--- src/rtl/decode_stage_hs_pkg.sv ---
// rtl/decode_stage_hs_pkg.sv - opcode/funct values, ctrl bit positions and FSM states for the ID stage
package decode_stage_hs_pkg;

   // Primary opcodes
   localparam logic [5:0] OP_RTYPE = 6'h00;
   localparam logic [5:0] OP_J     = 6'h02;
   localparam logic [5:0] OP_JAL   = 6'h03;
   localparam logic [5:0] OP_BEQ   = 6'h04;
   localparam logic [5:0] OP_BNE   = 6'h05;
   localparam logic [5:0] OP_ADDI  = 6'h08;
   localparam logic [5:0] OP_ADDIU = 6'h09;
   localparam logic [5:0] OP_SLTI  = 6'h0A;
   localparam logic [5:0] OP_SLTIU = 6'h0B;
   localparam logic [5:0] OP_ANDI  = 6'h0C;
   localparam logic [5:0] OP_ORI   = 6'h0D;
   localparam logic [5:0] OP_XORI  = 6'h0E;
   localparam logic [5:0] OP_LUI   = 6'h0F;
   localparam logic [5:0] OP_LB    = 6'h20;
   localparam logic [5:0] OP_LH    = 6'h21;
   localparam logic [5:0] OP_LW    = 6'h23;
   localparam logic [5:0] OP_LBU   = 6'h24;
   localparam logic [5:0] OP_LHU   = 6'h25;
   localparam logic [5:0] OP_SB    = 6'h28;
   localparam logic [5:0] OP_SH    = 6'h29;
   localparam logic [5:0] OP_SW    = 6'h2B;

   // R-type function codes handled in ID
   localparam logic [5:0] FN_JR    = 6'h08;
   localparam logic [5:0] FN_JALR  = 6'h09;

   // o_ctrl bit positions: {regDst,mem2Reg,memRead,memWrite,regWrite,imm,sign,aluSrc,aluOp,width,3'b0}
   localparam int CTRL_REGDST   = 15;
   localparam int CTRL_MEM2REG  = 14;
   localparam int CTRL_MEMREAD  = 13;
   localparam int CTRL_MEMWRITE = 12;
   localparam int CTRL_REGWRITE = 11;
   localparam int CTRL_IMM      = 10;
   localparam int CTRL_SIGN     = 9;
   localparam int CTRL_ALUSRC   = 7;
   localparam int CTRL_ALUOP    = 5;
   localparam int CTRL_WIDTH    = 3;

   localparam logic [1:0] ALUSRC_REG  = 2'b00;
   localparam logic [1:0] ALUSRC_IMM  = 2'b01;
   localparam logic [1:0] ALUSRC_LINK = 2'b10;
   localparam logic [1:0] ALUOP_ADD   = 2'b00;
   localparam logic [1:0] ALUOP_RTYPE = 2'b10;
   localparam logic [1:0] ALUOP_IMM   = 2'b11;
   localparam logic [1:0] WIDTH_BYTE  = 2'b00;
   localparam logic [1:0] WIDTH_HALF  = 2'b01;
   localparam logic [1:0] WIDTH_WORD  = 2'b11;

   typedef enum logic {ST_RUN = 1'b0, ST_STALL = 1'b1} state_t;

   // JR and JALR both redirect to the rs register value
   function automatic logic is_jr(input logic [5:0] opcode, input logic [5:0] func);
      return (opcode == OP_RTYPE) && ((func == FN_JR) || (func == FN_JALR));
   endfunction

endpackage

--- src/rtl/decode_stage_hs_branch_resolver.sv ---
// rtl/decode_stage_hs_branch_resolver.sv - branch comparator and redirect target mux
module decode_stage_hs_branch_resolver
   import decode_stage_hs_pkg::*;
#(
   parameter int NB_DATA = 32
) (
   input  logic [5:0]         opcode,
   input  logic [5:0]         func,
   input  logic [25:0]        idx26,
   input  logic [NB_DATA-1:0] pc4,
   input  logic [NB_DATA-1:0] cmp_a,
   input  logic [NB_DATA-1:0] cmp_b,
   output logic               taken,
   output logic [NB_DATA-1:0] target
);

   logic [NB_DATA-1:0] br_off;

   assign br_off = {{(NB_DATA-18){idx26[15]}}, idx26[15:0], 2'b00};

   // Select taken/target by instruction class; non-control instructions never redirect
   always_comb begin
      taken  = 1'b0;
      target = pc4 + br_off;
      case (opcode)
         OP_BEQ: taken = (cmp_a == cmp_b);
         OP_BNE: taken = (cmp_a != cmp_b);
         OP_J, OP_JAL: begin
            taken  = 1'b1;
            target = {pc4[NB_DATA-1 -: 4], idx26, 2'b00};
         end
         default: begin
            if (is_jr(opcode, func)) begin
               taken  = 1'b1;
               target = cmp_a;
            end
         end
      endcase
   end

endmodule

--- src/rtl/decode_stage_hs.sv ---
// rtl/decode_stage_hs.sv - MIPS ID stage with valid/ready handshakes; optional BRANCH_FWD_EN adds EX/MEM branch forwarding
module decode_stage_hs
   import decode_stage_hs_pkg::*;
#(
   parameter int NB_DATA  = 32,
   parameter int NB_ADDR  = 5,
   parameter int LINK_REG = 31
) (
   input  logic               clk,
   input  logic               i_rst,
   input  logic               i_valid,
   output logic               o_ready,
   input  logic [NB_DATA-1:0] i_instruction,
   input  logic [NB_DATA-1:0] i_pcounter4,
   output logic [NB_ADDR-1:0] o_rs_addr,
   output logic [NB_ADDR-1:0] o_rt_addr,
   input  logic [NB_DATA-1:0] i_rs_data,
   input  logic [NB_DATA-1:0] i_rt_data,
`ifdef BRANCH_FWD_EN
   input  logic               i_exmem_regwrite,
   input  logic [NB_ADDR-1:0] i_exmem_rd,
   input  logic [NB_DATA-1:0] i_exmem_data,
`endif
   input  logic               i_flush,
   output logic               o_valid,
   input  logic               i_ready,
   output logic [NB_DATA-1:0] o_reg_DA,
   output logic [NB_DATA-1:0] o_reg_DB,
   output logic [NB_DATA-1:0] o_immediate,
   output logic [NB_ADDR-1:0] o_rs,
   output logic [NB_ADDR-1:0] o_rt,
   output logic [NB_ADDR-1:0] o_rd,
   output logic [5:0]         o_opcode,
   output logic [5:0]         o_func,
   output logic [4:0]         o_shamt,
   output logic [15:0]        o_ctrl,
   output logic               o_jump,
   output logic [NB_DATA-1:0] o_addr2jump,
   output logic               o_flush_if
);

   state_t             state;
   logic [5:0]         opcode, func;
   logic [NB_ADDR-1:0] rs, rt, rd, idex_dst;
   logic [15:0]        imm16, ctrl;
   logic [NB_DATA-1:0] rs_val, rt_val, cmp_a, cmp_b, imm_ext, br_target;
   logic               zero_ext, is_link, uses_rs_br, uses_rt_br;
   logic               load_use, br_hazard, hazard, accept, br_taken;

   assign opcode    = i_instruction[31:26];
   assign rs        = i_instruction[25:21];
   assign rt        = i_instruction[20:16];
   assign rd        = i_instruction[15:11];
   assign func      = i_instruction[5:0];
   assign imm16     = i_instruction[15:0];
   assign o_rs_addr = rs;
   assign o_rt_addr = rt;

   // $0 is hardwired to zero whatever the register file returns
   assign rs_val = (rs == '0) ? '0 : i_rs_data;
   assign rt_val = (rt == '0) ? '0 : i_rt_data;

   assign is_link    = (opcode == OP_JAL) || ((opcode == OP_RTYPE) && (func == FN_JALR));
   assign uses_rt_br = (opcode == OP_BEQ) || (opcode == OP_BNE);
   assign uses_rs_br = uses_rt_br || is_jr(opcode, func);

`ifdef BRANCH_FWD_EN
   assign cmp_a = (i_exmem_regwrite && (i_exmem_rd != '0) && (i_exmem_rd == rs)) ? i_exmem_data : rs_val;
   assign cmp_b = (i_exmem_regwrite && (i_exmem_rd != '0) && (i_exmem_rd == rt)) ? i_exmem_data : rt_val;
`else
   assign cmp_a = rs_val;
   assign cmp_b = rt_val;
`endif

   // Load-use: the load in ID/EX writes rt; a branch reading any register written from ID/EX also waits
   assign idex_dst  = o_ctrl[CTRL_REGDST] ? o_rd : o_rt;
   assign load_use  = o_valid && o_ctrl[CTRL_MEMREAD] && (o_rt != '0) && ((o_rt == rs) || (o_rt == rt));
   assign br_hazard = o_valid && o_ctrl[CTRL_REGWRITE] && (idex_dst != '0) &&
                      ((uses_rs_br && (idex_dst == rs)) || (uses_rt_br && (idex_dst == rt)));
   assign hazard    = load_use || br_hazard;

   assign o_ready = (state == ST_RUN) && (!o_valid || i_ready) && !hazard;
   assign accept  = i_valid && o_ready && !i_flush;

   decode_stage_hs_branch_resolver #(.NB_DATA(NB_DATA)) u_branch_resolver (
      .opcode (opcode),
      .func   (func),
      .idx26  (i_instruction[25:0]),
      .pc4    (i_pcounter4),
      .cmp_a  (cmp_a),
      .cmp_b  (cmp_b),
      .taken  (br_taken),
      .target (br_target)
   );

   assign o_jump      = accept && br_taken;
   assign o_addr2jump = br_target;
   assign o_flush_if  = o_jump;

   assign imm_ext = zero_ext ? {{(NB_DATA-16){1'b0}}, imm16} : {{(NB_DATA-16){imm16[15]}}, imm16};

   // Control word decode; branches, plain jumps and unknown opcodes leave ctrl all-zero
   always_comb begin
      ctrl     = '0;
      zero_ext = 1'b0;
      case (opcode)
         OP_RTYPE: begin
            if (func == FN_JALR) begin
               ctrl[CTRL_REGDST]          = 1'b1;
               ctrl[CTRL_REGWRITE]        = 1'b1;
               ctrl[CTRL_ALUSRC +: 2]     = ALUSRC_LINK;
            end else if (func != FN_JR) begin
               ctrl[CTRL_REGDST]          = 1'b1;
               ctrl[CTRL_REGWRITE]        = 1'b1;
               ctrl[CTRL_SIGN]            = 1'b1;
               ctrl[CTRL_ALUSRC +: 2]     = ALUSRC_REG;
               ctrl[CTRL_ALUOP +: 2]      = ALUOP_RTYPE;
            end
         end
         OP_JAL: begin
            ctrl[CTRL_REGDST]             = 1'b1;
            ctrl[CTRL_REGWRITE]           = 1'b1;
            ctrl[CTRL_ALUSRC +: 2]        = ALUSRC_LINK;
         end
         OP_ADDI, OP_ADDIU, OP_SLTI, OP_SLTIU, OP_LUI,
         OP_ANDI, OP_ORI, OP_XORI: begin
            zero_ext = (opcode == OP_ANDI) || (opcode == OP_ORI) || (opcode == OP_XORI);
            ctrl[CTRL_REGWRITE]           = 1'b1;
            ctrl[CTRL_IMM]                = 1'b1;
            ctrl[CTRL_SIGN]               = !zero_ext;
            ctrl[CTRL_ALUSRC +: 2]        = ALUSRC_IMM;
            ctrl[CTRL_ALUOP +: 2]         = ALUOP_IMM;
         end
         OP_LB, OP_LH, OP_LW, OP_LBU, OP_LHU: begin
            ctrl[CTRL_MEM2REG]            = 1'b1;
            ctrl[CTRL_MEMREAD]            = 1'b1;
            ctrl[CTRL_REGWRITE]           = 1'b1;
            ctrl[CTRL_IMM]                = 1'b1;
            ctrl[CTRL_SIGN]               = (opcode != OP_LBU) && (opcode != OP_LHU);
            ctrl[CTRL_ALUSRC +: 2]        = ALUSRC_IMM;
            ctrl[CTRL_ALUOP +: 2]         = ALUOP_ADD;
            ctrl[CTRL_WIDTH +: 2]         = (opcode == OP_LW) ? WIDTH_WORD :
                                            ((opcode == OP_LH) || (opcode == OP_LHU)) ? WIDTH_HALF : WIDTH_BYTE;
         end
         OP_SB, OP_SH, OP_SW: begin
            ctrl[CTRL_MEMWRITE]           = 1'b1;
            ctrl[CTRL_IMM]                = 1'b1;
            ctrl[CTRL_SIGN]               = 1'b1;
            ctrl[CTRL_ALUSRC +: 2]        = ALUSRC_IMM;
            ctrl[CTRL_ALUOP +: 2]         = ALUOP_ADD;
            ctrl[CTRL_WIDTH +: 2]         = (opcode == OP_SW) ? WIDTH_WORD :
                                            (opcode == OP_SH) ? WIDTH_HALF : WIDTH_BYTE;
         end
         default: ctrl = '0;
      endcase
   end

   // FSM and ID/EX register: flush beats hazard and accept; a stalled execute holds every field
   always_ff @(posedge clk) begin
      if (i_rst) begin
         state       <= ST_RUN;
         o_valid     <= 1'b0;
         o_ctrl      <= '0;
         o_reg_DA    <= '0;
         o_reg_DB    <= '0;
         o_immediate <= '0;
         o_rs        <= '0;
         o_rt        <= '0;
         o_rd        <= '0;
         o_opcode    <= '0;
         o_func      <= '0;
         o_shamt     <= '0;
      end else if (i_flush) begin
         state   <= ST_RUN;
         o_valid <= 1'b0;
         o_ctrl  <= '0;
      end else begin
         if (state == ST_STALL)
            state <= ST_RUN;
         else if (i_valid && hazard)
            state <= ST_STALL;

         if (!o_valid || i_ready) begin
            if (accept) begin
               o_valid     <= 1'b1;
               o_ctrl      <= ctrl;
               o_reg_DA    <= is_link ? i_pcounter4 : rs_val;
               o_reg_DB    <= is_link ? NB_DATA'(4) : rt_val;
               o_immediate <= imm_ext;
               o_rs        <= rs;
               o_rt        <= rt;
               o_rd        <= (opcode == OP_JAL) ? NB_ADDR'(LINK_REG) : rd;
               o_opcode    <= opcode;
               o_func      <= func;
               o_shamt     <= i_instruction[10:6];
            end else begin
               o_valid <= 1'b0;
               o_ctrl  <= '0;
            end
         end
      end
   end

endmodule

--- config.mk ---
export PLATFORM = sky130hd
export DESIGN_NAME = decode_stage_hs
export DESIGN_NICKNAME = d
export VERILOG_FILES = /design/src/rtl/decode_stage_hs_pkg.sv /design/src/rtl/decode_stage_hs_branch_resolver.sv /design/src/rtl/decode_stage_hs.sv
export SDC_FILE = /design/constraint.sdc
export NUM_CORES = 1
export LEC_CHECK = 0
export CAP_MARGIN = 30
export CORE_UTILIZATION = 40
export DETAILED_ROUTE_END_ITERATION = 8
export PLACE_DENSITY_LB_ADDON = 0.15
export SYNTH_ARGS = -nofsm -noshare
export SYNTH_HDL_FRONTEND = slang
export SYNTH_SLANG_ARGS = --single-unit
--- constraint.sdc ---
create_clock -name clk -period 5.4 [get_ports clk]
set_clock_uncertainty 0.1 [all_clocks]
set_input_delay 1.08 -clock clk [delete_from_list [all_inputs] [get_ports clk]]
set_output_delay 1.08 -clock clk [all_outputs]
set_load 0.01 [all_outputs]
==> impl_results.md <==
* Dpl cell area at 12600 um^2
* Worst endpoint data arrival time at 4.19 ns
* First-pass GRT wire length at 56000 um
* RePlAce Congestion at 0.983
* Die ar. at 21100 um^2
* Final Hold Fails at 0
* Setup violators final at 0
* HP Class: flop to flop
* Seq cells post-synth at 116
* Clock-pin slew on the worst setup and hold paths at 0.06 ns
* I/O pins at 323
* Compound-Gate Fraction of Synth Area at 25.0%
* Antenna-violating nets left at 0
* Yosys cell types at 58
* CTS max path bufs at 2
* Max rail drop VDD at 0.217 mV
* Synth area leader: dfxtp_1
* First drt pass iteration count at 6
* Maxcap violations at 0
* HPWL after DPL at 29300 um
* Crit path time final at 5.37 ns
* EDFF count, synth at 0
* Final Cell Area at 13400 um^2
* RSZ-0062 raised after global routing: yes
* Critical path endpoint category: primary output
* Area Overhead vs Synth at 62.9%
* Syn Area/Cell at 7.39 um^2
* TritonCTS Buffers at 17
* Worst Tran Pin Value at 0.806 ns
* Cell Area, Synth at 8220 um^2
* Setup slack after layout at 0.0315 ns
* Antenna violations before repair at 0
* Number of port buffers at 319
* Chip width at 145 um
* Crit path required time at 4.22 ns
* Grt total ovfl at 0
* Die span in y at 145 um
* DRC at 0
* Starting Density at 40.8%
* CTS tree: built
* F_max at 186 MHz
* Final wirelength at 37600 um
* Mux contribution to synthesized area at 4.02%
* Pwr dens at 242 nW/um^2
* Post-placement setup slack at -0.652 ns
* Final net count at 1680
* Rel. slew slack at 46.1%
* Core Area at 20200 um^2
* Yosys warns at 0
* Fin util at 66.4%
* Critical path class: input port to primary output
* Final Max Tran Viols at 0
* Ys async rst share at 0%
* Post-synthesis cell count at 1113
* Post-Synth Adder-Cell Area at 4.66%
* Hold buffers post-CTS at 0
* Setup TNS at 0 ns
* CP max FO at 4
* Yosys top cell area share at 28.2%
* WL/cell at 20.9 um
* Fin crit share at 99.4%
* Antenna cells at 0
* Status: finished, final reports clean
* CTS Sinks at 116
* Cell Rows at 52
* Vias at 10200
* Startpoint Class: input port
* Top cells by area, synth: dfxtp_1, o21ai_0, nand2_1
* Largest net degree at the start of global routing at 169
* Total GRT Usage at 34.5%
* Clk Latency, worst-skew pair at 0.42 ns
* Layout cells sized above 1 at 16.5%
* Largest family of logic cells by synthesized area: compound AO/OA/AOI/OAI gates
* Drt via density at 5.65
* Post-synthesis sequential area ratio at 28.2%
* P_leak at 5.45 nW
* H-Tree Depth at 4
* Root Driver: clkbuf_16
* Fill cells at 1818
* Main synth FF type: dfxtp_1
* Simple-Gate Fraction of Synth Area at 23.8%
* Drt first-iter violations at 781
* Vias in the first global route at 9421
* XOR/XNOR share of the synthesized area at 5.64%
worst max-delay path: stages:
cell and delay (ns):
clkdlybuf4s50_1 0.47, buf_4 0.17, ha_1 0.27, a21o_1 0.17, a21oi_2 0.17, o21bai_1 0.09
buf_4 0.15, o31a_1 0.34, a21oi_2 0.21, xnor2_1 0.16, o21ai_1 0.14, a21oi_1 0.21
clkdlybuf4s50_1 0.56
cells by family after synthesis:
kind of cell	Yosys count
buffers and inverters	141
AND/OR/NAND/NOR	420
other	1
XOR/XNOR	53
adder cells (fa/ha/maj)	30
multiplexers	33
AO/OA/AOI/OAI	319
flip-flops	116
power by group:
| group | total [mW] | internal (mW) | switching (mW) |
|---|---|---|---|
| Clock | 1.21 | 0.732 | 0.473 |
| Sequential | 0.949 | 0.911 | 0.0376 |
| Combinational | 1.09 | 0.557 | 0.535 |
| Total | 3.25 | 2.20 | 1.05 |
registers in the layout (all words and copies together), names as in the netlist:
register,count
o_reg_DB,32
o_rt,5
o_immediate,17
o_valid,1
o_reg_DA,32
o_rs,5
state,1
o_opcode,6
o_rd,5
o_ctrl,12
final cells by class:
cell class / count / area [um^2] / area share [%]
multi-input cells: 858 / 5400 / 40.3
repair buffers: 498 / 4630 / 34.6
flip-flops and latches: 116 / 2320 / 17.3
clock buffers: 18 / 429 / 3.20
well taps: 270 / 338 / 2.52
clock inverters: 14 / 181 / 1.35
inverters: 26 / 97.6 / 0.728
cell usage after synthesis (4+ instances only):
library cell and n:
o21bai_1 5, o21ai_0 93, nor2_1 108, nand2_1 121, nor3_1 23, and3_1 5, mux2i_1 33, o21a_1 4
a221oi_1 4, a22oi_1 22, buf_2 6, a211oi_1 15, a31oi_1 6, o31ai_1 4, a311oi_1 26, inv_1 26
a22o_1 8, a21oi_1 61, o22ai_1 27, nand2b_1 35, clkbuf_1 61, nor4_1 8, xor2_1 36, dfxtp_1 116
buf_4 42, a21o_1 14, buf_1 4, ha_1 29, nand4_1 6, nand3_1 85, xnor2_1 17, o211ai_1 5
a32oi_1 7, or4_1 6, nand3b_1 9
per-stage QoR:
step	power (mW)	hold slack [ns]	cells
2_1_floorplan	1.42	0.367	1115
4_1_cts	3.24	0.348	1800
5_1_grt	3.37	0.377	1800
3_3_place_gp	2.02	0.332	1765
6_report	3.25	0.349	1800
3_5_place_dp	2.03	0.339	1766
layout by cell type, fill, tap and decap left out, types with 17 or more instances in the layout:
master           instances
buf_4                  173
nand2_1                121
inv_1                   26
a21oi_1                 55
nor2_1                 107
nand3_1                 84
a22oi_1                 22
clkbuf_16               17
a311oi_1                26
clkdlybuf4s50_1        296
xnor2_1                 17
mux2i_1                 33
xor2_1                  35
o21ai_0                 84
o22ai_1                 27
nand2b_1                35
nor3_1                  22
ha_1                    23
dfxtp_1                116
metal layers:
layer	share of wire [%]	global-route usage, %
met1	43	45.9
met4	3.2	14.3
met3	7.2	4.70
met2	46	56.3
met5	0	0
final timing paths:
kind,start,end,slack [ns],depth (start not counted)
worst max-delay path,i_pcounter4[3],o_addr2jump[19],0.03,13
worst min-delay path,o_ctrl[7],o_ctrl[7],0.35,2
worst max register to register,o_rt[1],o_ctrl[4],2.14,9
worst min register to register,o_ctrl[7],o_ctrl[7],0.35,2
what timing repair did:
action	CTS	global route
pin swaps	4	8
hold endpoints to repair	0	0
endpoints found under the setup margin	17	18
resized for setup	37	34
buffers inserted	2	0
No activity file was read; power rests on OpenSTA's default activity.
